File: src/rtl/regfile_wr_arbiter.sv
// Round-robin arbiter sharing the register-file write port between NUM_REQ requesters.
// Optional REGFILE_ARB_PRIO0_EN: requester 0 wins outright, the rest share round-robin.
module regfile_wr_arbiter #(
  parameter int unsigned NUM_REQ   = 4,
  parameter int unsigned ADDR_BITS = 4,
  parameter int unsigned DATA_BITS = 8
) (
  input  logic                           clk,
  input  logic                           reset_n,
  input  logic [NUM_REQ-1:0]             req_valid,
  input  logic [NUM_REQ*ADDR_BITS-1:0]   req_addr,
  input  logic [NUM_REQ*DATA_BITS-1:0]   req_data,
  output logic [NUM_REQ-1:0]             req_ready,
  input  logic                           wr_stall,
  output logic                           wr_en,
  output logic [ADDR_BITS-1:0]           wr_addr,
  output logic [DATA_BITS-1:0]           wr_data,
  output logic [$clog2(NUM_REQ)-1:0]     grant_id
);

  localparam int unsigned ID_BITS = $clog2(NUM_REQ);

  logic [ID_BITS-1:0]   rr_ptr;
  logic [ID_BITS-1:0]   grant_idx;
  logic [ID_BITS-1:0]   ptr_next;
  logic [ID_BITS:0]     cand;
  logic [NUM_REQ-1:0]   grant;
  logic [ADDR_BITS-1:0] sel_addr;
  logic [DATA_BITS-1:0] sel_data;
  logic                 found;
  logic                 accept;
  logic                 adv_ptr;

  // Output register is free when empty or when the held write drains this cycle.
  assign accept = reset_n && (!wr_en || !wr_stall);

  // First valid requester at or after rr_ptr, wrapping modulo NUM_REQ.
  always_comb begin
    grant     = '0;
    grant_idx = '0;
    found     = 1'b0;
    cand      = '0;
    if (accept) begin
`ifdef REGFILE_ARB_PRIO0_EN
      found = req_valid[0];
`endif
      for (int k = 0; k < NUM_REQ; k++) begin
        cand = (ID_BITS+1)'(rr_ptr) + (ID_BITS+1)'(k);
        if (cand >= (ID_BITS+1)'(NUM_REQ)) cand = cand - (ID_BITS+1)'(NUM_REQ);
        if (!found && req_valid[cand[ID_BITS-1:0]]) begin
          found     = 1'b1;
          grant_idx = cand[ID_BITS-1:0];
        end
      end
    end
    if (found) grant[grant_idx] = 1'b1;
  end

  assign req_ready = grant;

  // Payload mux driven by the one-hot grant.
  always_comb begin
    sel_addr = '0;
    sel_data = '0;
    for (int i = 0; i < NUM_REQ; i++) begin
      if (grant[i]) begin
        sel_addr = req_addr[i*ADDR_BITS +: ADDR_BITS];
        sel_data = req_data[i*DATA_BITS +: DATA_BITS];
      end
    end
  end

  assign ptr_next = (grant_idx == ID_BITS'(NUM_REQ-1)) ? '0 : grant_idx + ID_BITS'(1);

`ifdef REGFILE_ARB_PRIO0_EN
  assign adv_ptr = (grant_idx != '0);
`else
  assign adv_ptr = 1'b1;
`endif

  // Output register and round-robin pointer; a stall freezes everything.
  always_ff @(posedge clk or negedge reset_n) begin
    if (!reset_n) begin
      wr_en    <= 1'b0;
      wr_addr  <= '0;
      wr_data  <= '0;
      grant_id <= '0;
      rr_ptr   <= '0;
    end else if (accept) begin
      if (found) begin
        wr_en    <= 1'b1;
        wr_addr  <= sel_addr;
        wr_data  <= sel_data;
        grant_id <= grant_idx;
        if (adv_ptr) rr_ptr <= ptr_next;
      end else begin
        wr_en <= 1'b0;
      end
    end
  end

endmodule

File: config.mk
export PLATFORM = sky130hd
export DESIGN_NAME = regfile_wr_arbiter
export DESIGN_NICKNAME = d
export VERILOG_FILES = /design/src/rtl/regfile_wr_arbiter.sv
export SDC_FILE = /design/constraint.sdc
export NUM_CORES = 1
export LEC_CHECK = 0
export CAP_MARGIN = 20
export CORE_MARGIN = 5
export CORE_UTILIZATION = 40
export DETAILED_ROUTE_END_ITERATION = 7
export PLACE_DENSITY = 0.85
export SLEW_MARGIN = 30
export SYNTH_ARGS = -nofsm -noshare
export SYNTH_HDL_FRONTEND = slang
export SYNTH_SLANG_ARGS = --single-unit
File: constraint.sdc
create_clock -name clk -period 5 [get_ports clk]
set_clock_uncertainty 0.05 [all_clocks]
set_input_delay 1 -clock clk [delete_from_list [all_inputs] [get_ports clk]]
set_output_delay 1 -clock clk [all_outputs]
set_load 0.02 [all_outputs]
==> run metrics <==
status complete, no violations; RSZ-0062 raised after global routing false; Sw Pwr 0.000248 W; Final Critical Period 4.56 ns; share of cells above drive strength 1 8.49%; H-Tree Depth 1; Total Negative Setup Slacks 0 ns; XOR/XNOR share of the synthesized area 0%; Avg Inst Size Synth 8.93 um2; CP Launch Type input pin; r2r worst-path depth 9; post-route ant nets 0; cell breakdown of the critical path clkdlybuf4s50_1 -> nor2_1 -> or3_1 -> a311oi_2 -> inv_1 -> ha_1 -> and2_1 -> clkdlybuf4s50_1; Cell Pwr Density 315 mW/mm2; r2r endpoint wr_data[2]$_DFFE_PN0P_; post-cts hold buffer count 0; cell-internal power 0.000389 W; FF-to-FF Start rr_ptr[1]$_DFFE_PN0P_; GP Congestion 0.767; quantity of gates resized following cts 0; Synth Area in Simple Gates 24.7%; WL met3 218 um; vias in the first global route 1463; Die Width 65.7 um; main combinational cell family by area after synthesis compound AO/OA/AOI/OAI gates; Vias 1397; I/O Pins 74; post-synthesis cell area 0.00124 mm2; initial antenna violation count 0; Switching Share 38.9%; core area 0.00300 mm2; Nets 272; die footprint 0.00432 mm2; Final period util 91.2%; GRT overflow 0; CTS Buffer Depth 2; routed wire length 4310 um; clock power share 12.4%; max-cap viol count 0; met2 WL 2380 um; Via density 5.70; P&R area growth vs syn 62.8%; mux cell area share after synthesis 0.806%; CP Data Required Time 3.95 ns; setup bufs post-CTS 0; most frequent CP cell clkdlybuf4s50_1; clk slew on worst S/H paths 0.11 ns; max incr delay on CP 0.59 ns; cell count after placement 241; CP endpoint kind output pin; Pleak 0.827 nW; pin count of the biggest net entering global routing 25; Data arrival, critical path 3.51 ns; share of the yosys chip area belonging to registers 34.3%; starting density of the core 41.3%; fin area 0.00202 mm2; first-pass GRT wire length 6760 um; slowest CP cell clkdlybuf4s50_1; hold_sp wr_data[3]$_DFFE_PN0P_; synthesized flop and latch total 17; gr usage total 20.1%; Syn Nets 198; Mapped Cells 139; sequential share of power 33.1%; top sig layer met4; R2R Setup Slk 2.00 ns; final hold vios 0; Hold Path Stages 2; Die Ht 65.7 um; # DRC 0; Yosys cell types 34; hold endpoint wr_data[3]$_DFFE_PN0P_; # clock sinks 17; post-synthesis adder-cell area fraction 4.03%; Clk Latency, worst-skew pair 0.29 ns; drt initial violations 58; PortBufs 73; hold crit path type flop to flop; Max Slew Vio Count 0; clock root buffer clkbuf_4; placed wire-length estimate 3300 um; Inserted Clock Buffers 3; post-synthesis compound-gate area fraction 28.6%; setup violators final 0; maximum VDD drop 198 uV; Cell Count, Final, Fillers Out 245; Worst Path Max Fanout 5; row count 20; Post-Route M1 WL 1680 um; area post-placement 0.00199 mm2; fmax 219 MHz; # diodes 0; CTS tree done; normalized max-slew margin 66.8%; Comb pwr share 54.5%; WL per Instance 17.6 um; Worst Tran Pin Value 0.493 ns; number of iterations in the first detailed-routing pass 4; Crit Path Class input pin to output pin; Yosys warnings 0
## kinds of logic (layout without fill, tap and decap cells)
logic type | Yosys count | in the layout
AO/OA/AOI/OAI | 44 | 44
adder cells (fa/ha/maj) | 4 | 4
multiplexers | 1 | 1
AND/OR/NAND/NOR | 55 | 55
flip-flops | 17 | 17
buffers and inverters | 18 | 91
## through the flow
step / hold WS [ns] / setup slack [ns] / total power [W] / util [%]
final: 0.456 / 0.438 / 0.000638 / 67.3
after global placement: 0.423 / 0.546 / 0.000549 / 66.4
after global routing: 0.474 / 0.249 / 0.000675 / 67.3
after CTS: 0.465 / 0.435 / 0.000642 / 67.3
after detailed placement: 0.439 / 0.458 / 0.000561 / 66.4
after floorplan: 0.486 / 1.01 / 0.000396 / -
## worst max path at each step
stage	from	to	slack (ns)
after detailed placement	req_valid[0]	req_ready[0]	0.46
after floorplan	reset_n	req_ready[3]	1.01
final	req_valid[2]	req_ready[0]	0.44
after global placement	reset_n	req_ready[0]	0.55
after CTS	req_valid[2]	req_ready[0]	0.43
after global routing	req_valid[0]	req_ready[0]	0.25
## Yosys cell counts
cell type / number / area [um2]
o311ai_1: 6 / 52.6
nor3b_2: 1 / 12.5
nand2_1: 14 / 52.6
buf_12: 1 / 20.0
nand3_1: 6 / 30.0
buf_6: 1 / 11.3
and2_1: 4 / 25.0
nor2b_1: 6 / 37.5
nor4_2: 1 / 12.5
nor2b_4: 1 / 13.8
ha_1: 4 / 50.1
a311oi_2: 1 / 15.0
or2_1: 1 / 6.26
and3b_1: 1 / 8.76
buf_2: 2 / 10.0
dfrtp_1: 17 / 425
mux2i_1: 1 / 10.0
a2111oi_4: 1 / 27.5
nor2_1: 12 / 45.0
o311ai_2: 1 / 16.3
clkbuf_1: 6 / 22.5
inv_1: 8 / 30.0
and2b_2: 1 / 8.76
a21oi_1: 13 / 65.1
a21boi_1: 1 / 7.51
or3_1: 2 / 12.5
a21bo_2: 1 / 10.0
nor2_2: 1 / 6.26
a21o_1: 2 / 15.0
o21ai_0: 3 / 15.0
a221oi_1: 12 / 105
nand2b_1: 2 / 12.5
a211o_1: 3 / 26.3
nand4bb_1: 2 / 22.5
## state kept, by name, indices dropped and copies added, names as in the netlist
register,flops
wr_addr,4
wr_data,8
grant_id,2
rr_ptr,2
wr_en,1
## power by group through the flow
stage                     combinational (W)  sequential [W]   clock, W
after floorplan                    0.000142        0.000254          0
after CTS                          0.000350        0.000211  0.0000806
final                              0.000347        0.000211  0.0000791
after global routing               0.000373        0.000216  0.0000867
after global placement             0.000340        0.000210          0
after detailed placement           0.000348        0.000214          0
## area by class of cell
type / instances / area (um2)
Fill cell: 243 / 982
Timing Repair Buffer: 79 / 776
Multi-Input combinational cell: 104 / 722
Sequential cell: 17 / 425
Tap cell: 33 / 41.3
Inverter: 8 / 30.0
Clock buffer: 4 / 26.3
## worst max-delay path: cells and delay by family
kind / cells / cell delay [ns]
AND/OR/NAND/NOR: 3 / 0.57
buffers and inverters: 3 / 1.24
AO/OA/AOI/OAI: 1 / 0.44
adder cells (fa/ha/maj): 1 / 0.26
## placed cells by master, fill, tap and decap left out, types with 6 or more instances in the layout
| master | instances |
|---|---|
| o311ai_1 | 6 |
| nand2_1 | 14 |
| dfrtp_1 | 17 |
| inv_1 | 8 |
| a21oi_1 | 13 |
| buf_4 | 6 |
| clkdlybuf4s50_1 | 73 |
| nor2_1 | 12 |
| nand3_1 | 6 |
| nor2b_1 | 6 |
| a221oi_1 | 12 |
## routing by layer
metal  track usage (%)  vias up
li1                  -      656
met1              23.5      681
met2              36.3       52
met3              3.93        8
met4              6.74        0
met5                 0        -
(Power assumes the default switching activity.)
